File: src/rtl/register_file_mp.sv
// Two-write/two-read register file with per-entry valid bits, synchronous clear,
// optional same-cycle write forwarding and optional registered read ports.
module register_file_mp #(
    parameter int DATA_W = 8,
    parameter int ADDR_W = 4,
    parameter int RD_REG = 0,
    parameter int BYPASS = 1
) (
    input  logic              clk,
    input  logic              rst,
    input  logic              clr,
    input  logic              wr_en_1,
    input  logic [ADDR_W-1:0] wr_addr_1,
    input  logic [DATA_W-1:0] data_in_1,
    input  logic              wr_en_2,
    input  logic [ADDR_W-1:0] wr_addr_2,
    input  logic [DATA_W-1:0] data_in_2,
    input  logic [ADDR_W-1:0] rd_addr_a,
    output logic [DATA_W-1:0] data_out_a,
    output logic              valid_a,
    input  logic [ADDR_W-1:0] rd_addr_b,
    output logic [DATA_W-1:0] data_out_b,
    output logic              valid_b,
    output logic              collision
);

    localparam int DEPTH = 2 ** ADDR_W;

    logic [DATA_W-1:0] mem [DEPTH];
    logic [DEPTH-1:0]  valid;

    logic [DATA_W-1:0] rd_data_a;
    logic [DATA_W-1:0] rd_data_b;
    logic              rd_valid_a;
    logic              rd_valid_b;

    // Port 2 is written after port 1 so it wins when both hit the same entry.
    always_ff @(posedge clk or negedge rst) begin
        if (!rst) begin
            for (int i = 0; i < DEPTH; i++) mem[i] <= '0;
            valid     <= '0;
            collision <= 1'b0;
        end else if (clr) begin
            for (int i = 0; i < DEPTH; i++) mem[i] <= '0;
            valid     <= '0;
            collision <= 1'b0;
        end else begin
            if (wr_en_1) begin
                mem[wr_addr_1]   <= data_in_1;
                valid[wr_addr_1] <= 1'b1;
            end
            if (wr_en_2) begin
                mem[wr_addr_2]   <= data_in_2;
                valid[wr_addr_2] <= 1'b1;
            end
            collision <= wr_en_1 && wr_en_2 && (wr_addr_1 == wr_addr_2);
        end
    end

    // A pending clear suppresses forwarding so readers see the stored value.
    always_comb begin
        rd_data_a  = mem[rd_addr_a];
        rd_valid_a = valid[rd_addr_a];
        if (BYPASS != 0 && !clr) begin
            if (wr_en_1 && wr_addr_1 == rd_addr_a) begin
                rd_data_a  = data_in_1;
                rd_valid_a = 1'b1;
            end
            if (wr_en_2 && wr_addr_2 == rd_addr_a) begin
                rd_data_a  = data_in_2;
                rd_valid_a = 1'b1;
            end
        end
    end

    always_comb begin
        rd_data_b  = mem[rd_addr_b];
        rd_valid_b = valid[rd_addr_b];
        if (BYPASS != 0 && !clr) begin
            if (wr_en_1 && wr_addr_1 == rd_addr_b) begin
                rd_data_b  = data_in_1;
                rd_valid_b = 1'b1;
            end
            if (wr_en_2 && wr_addr_2 == rd_addr_b) begin
                rd_data_b  = data_in_2;
                rd_valid_b = 1'b1;
            end
        end
    end

    generate
        if (RD_REG != 0) begin : g_rd_reg
            always_ff @(posedge clk or negedge rst) begin
                if (!rst) begin
                    data_out_a <= '0;
                    data_out_b <= '0;
                    valid_a    <= 1'b0;
                    valid_b    <= 1'b0;
                end else begin
                    data_out_a <= rd_data_a;
                    data_out_b <= rd_data_b;
                    valid_a    <= rd_valid_a;
                    valid_b    <= rd_valid_b;
                end
            end
        end else begin : g_rd_comb
            assign data_out_a = rd_data_a;
            assign data_out_b = rd_data_b;
            assign valid_a    = rd_valid_a;
            assign valid_b    = rd_valid_b;
        end
    endgenerate

endmodule

File: config.mk
export PLATFORM = sky130hd
export DESIGN_NAME = register_file_mp
export DESIGN_NICKNAME = d
export VERILOG_FILES = /design/src/rtl/register_file_mp.sv
export SDC_FILE = /design/constraint.sdc
export NUM_CORES = 1
export LEC_CHECK = 0
export ABC_CLOCK_PERIOD_IN_PS = 4300
export CAP_MARGIN = 10
export CORE_MARGIN = 8
export CORE_UTILIZATION = 54
export CTS_CLUSTER_DIAMETER = 80
export DETAILED_ROUTE_END_ITERATION = 16
export PLACE_DENSITY = 0.81
export SLEW_MARGIN = 20
export SYNTH_ARGS = -nofsm -noshare
export SYNTH_HDL_FRONTEND = slang
export SYNTH_SLANG_ARGS = --single-unit
File: constraint.sdc
create_clock -name clk -period 4.3 [get_ports clk]
set_input_delay 0.86 -clock clk [delete_from_list [all_inputs] [get_ports clk]]
set_output_delay 0.86 -clock clk [all_outputs]
set_load 0.02 [all_outputs]
==> flow_summary.json, run 1 <==
{
  "cpMaxStageDelayCell": "clkdlybuf4s50_1",
  "critPathKind": "input pin to output pin",
  "drt_pre_antenna_iters": 5,
  "path_max_fanout": 11,
  "async_flop_share_pct": 100,
  "coreArea_sq_um": 18100,
  "clock-root-buffer": "clkbuf_16",
  "place_congestion": 0.995,
  "portBuffers": 55,
  "ys_ff_latch": 145,
  "maxCapViolCount": 0,
  "hold_viol": 0,
  "yosys.area.top_type": "dfrtp_1",
  "finalPower_mw": 3.50,
  "cts_buffer_depth": 2,
  "status": "finished clean",
  "crit_family": "buffers and inverters",
  "reg2reg_setup_slack_ns": 3.39,
  "fin_area_sq_um": 11400,
  "setup_viol": 0,
  "max_freq_mhz": 238,
  "reg2reg_from": "mem[30]",
  "yosysWarnings": 0,
  "ys.flop_type": "dfrtp_1",
  "p_leak_nw": 4.71,
  "cts_buffers": 17,
  "cp-start-kind": "input pin",
  "synth.avg_cell_area_sq_um": 10.8,
  "cts_max_level": 4,
  "drt_iter0_markers": 1163,
  "period_needed_ns": 4.20,
  "crit_chain": "clkdlybuf4s50_1, buf_12, xor2_1, nor4_2, o21ba_4, mux2i_1, clkdlybuf4s50_1",
  "synth_commonest_cells": "162 x mux2i_1, 158 x nor2_1, 145 x dfrtp_1",
  "slowest_delay_ns": 0.65,
  "grt_pass1_vias": 8519,
  "finClkSkew_ns": 0,
  "drt-vias-per-instance": 7.25,
  "drc": 0,
  "drive_above_1_share_pct": 18.5,
  "syn-num-nets": 959,
  "start_util_pct": 55.2,
  "crit_path_frequent_cell": "clkdlybuf4s50_1",
  "syn-cell-area_sq_um": 9990,
  "worst-r2r-cell-count": 2,
  "hold_path.class": "input pin to asynchronous set/reset pin",
  "ant_nets": 0,
  "vias": 8510,
  "antenna_found_initial": 0,
  "wire_per_inst_microns": 27.4,
  "wl_microns": 32200,
  "fin_crit_sh_pct": 97.7,
  "worst-path-buf-inv": 3,
  "fp.dieW_microns": 152,
  "cts.clk_slew.worst_paths_ns": 0.06,
  "die-area_sq_um": 23100,
  "synth_edf_count": 0,
  "fillers": 1347,
  "ir_drop_mv": 0.253,
  "worstMarginPinSlew_ns": 0.994,
  "clock-sinks": 145,
  "ys_types": 32,
  "synth_most_common_cell": "mux2i_1",
  "reg2reg_to": "mem[30]",
  "antennaDiodeCount": 0,
  "endpoint_kind": "output pin",
  "final_nets": 971,
  "syn_to_final_growth_pct": 14.0,
  "io_pins": 56,
  "overflow": 0,
  "dp_hpwl_microns": 21200,
  "rsz0062_at_grt": "no",
  "ys_seq_area_share_pct": 36.3,
  "cts_hold_buffers": 0,
  "postPlaceCellArea_sq_um": 10800,
  "clock_latency_ns": 0.44,
  "rows": 49,
  "powerDensity_nw_per_um2": 307,
  "drv_slew": 0,
  "relSlewSlack_pct": 33.7,
  "finalSetupTns_ns": 0,
  "timing.hold.ws_ns": 0.453,
  "die_y_microns": 152,
  "cts_tree": "yes",
  "grt_max_degree": 87,
  "cp.arrival_ns": 3.34,
  "netlist_instances": 922,
  "track_usage_pct": 27.9,
  "grt_pass1_wl_microns": 50200,
  "ys_top_cells_by_area": "dfrtp_1 36%, mux4_2 17%, mux2i_1 16%",
  "synth_top_area_share_pct": 36.3,
  "critPathRequiredTime_ns": 3.44
}
-- sequential cells by signal, indices dropped and copies added (netlist names) --
register / count
collision: 1
mem: 128
valid: 16
-- layer usage --
metal	routed length, microns	vias up	global-route usage [%]
met2	14600	636	42.6
li1	-	3472	-
met3	3450	164	6.86
met5	0	-	0
met4	1940	0	17.6
met1	12200	4238	35.0
-- what timing repair did --
action / CTS / global route
gates resized for setup: 0 / 5
setup endpoints to repair: 0 / 14
endpoints found under the hold margin: 0 / 0
buffers inserted: 0 / 0
-- where the power goes --
part	internal [mW]	switching, mW
logic	0.234	0.330
clock network	0.919	0.571
registers	1.41	0.0355
total	2.56	0.937
-- cells in the final DEF (no fill, tap or decap), drive strengths merged, types with 9 or more instances in the layout --
cell type	instances
nor3b	9
mux4	74
mux2i	162
nand2	22
a22o	28
clkbuf	24
dfrtp	145
buf	57
clkdlybuf4s50	46
xor2	13
a211oi	130
nor2	167
a21oi	10
-- per-stage QoR --
step                      setup slack [ns]  utilization (%)  std cells
after floorplan                      0.991                -        922
after global placement              0.0631             59.6       1144
after detailed placement            0.0480             59.6       1144
after CTS                           0.0253             62.9       1173
after global routing               0.00287             63.0       1173
final                               0.0978             63.0       1173
-- worst max path at each step --
stage | start | endpoint | cells after the start
after floorplan | wr_addr_2[1] | data_out_a[0] | 7
after global placement | rd_addr_a[1] | data_out_a[3] | 7
after detailed placement | rd_addr_a[1] | data_out_a[3] | 7
after CTS | rd_addr_a[1] | data_out_a[3] | 7
after global routing | rd_addr_a[1] | data_out_a[7] | 8
final | rd_addr_a[1] | data_out_a[2] | 7
-- logic make-up (layout without fill, tap and decap cells) --
| logic type | after synthesis | after routing | share of synthesized area, % |
|---|---|---|---|
| flip-flops | 145 | 145 | 36.3 |
| AO/OA/AOI/OAI | 174 | 174 | 13.1 |
| buffers and inverters | 114 | 136 | 5.01 |
| AND/OR/NAND/NOR | 231 | 231 | 10.6 |
| multiplexers | 238 | 238 | 33.2 |
| XOR/XNOR | 20 | 20 | 1.75 |
-- area by class of cell --
type,count,area (sq um),area share (%)
repair buffers,106,1010,8.85
inverters,1,3.75,0.0330
multi-input cells,663,5880,51.7
well taps,229,287,2.52
flip-flops and latches,145,3630,31.9
clock buffers,24,502,4.41
clock inverters,5,77.6,0.681
(Power assumes the default switching activity.)
==> run 2, diff against run 1 <==
Settings changed: SKIP_CTS_REPAIR_TIMING from default to 1, SLEW_MARGIN 20 to default.
==> results of run 2 <==
Final layout, timing and power as in run 1 (identical DEF).
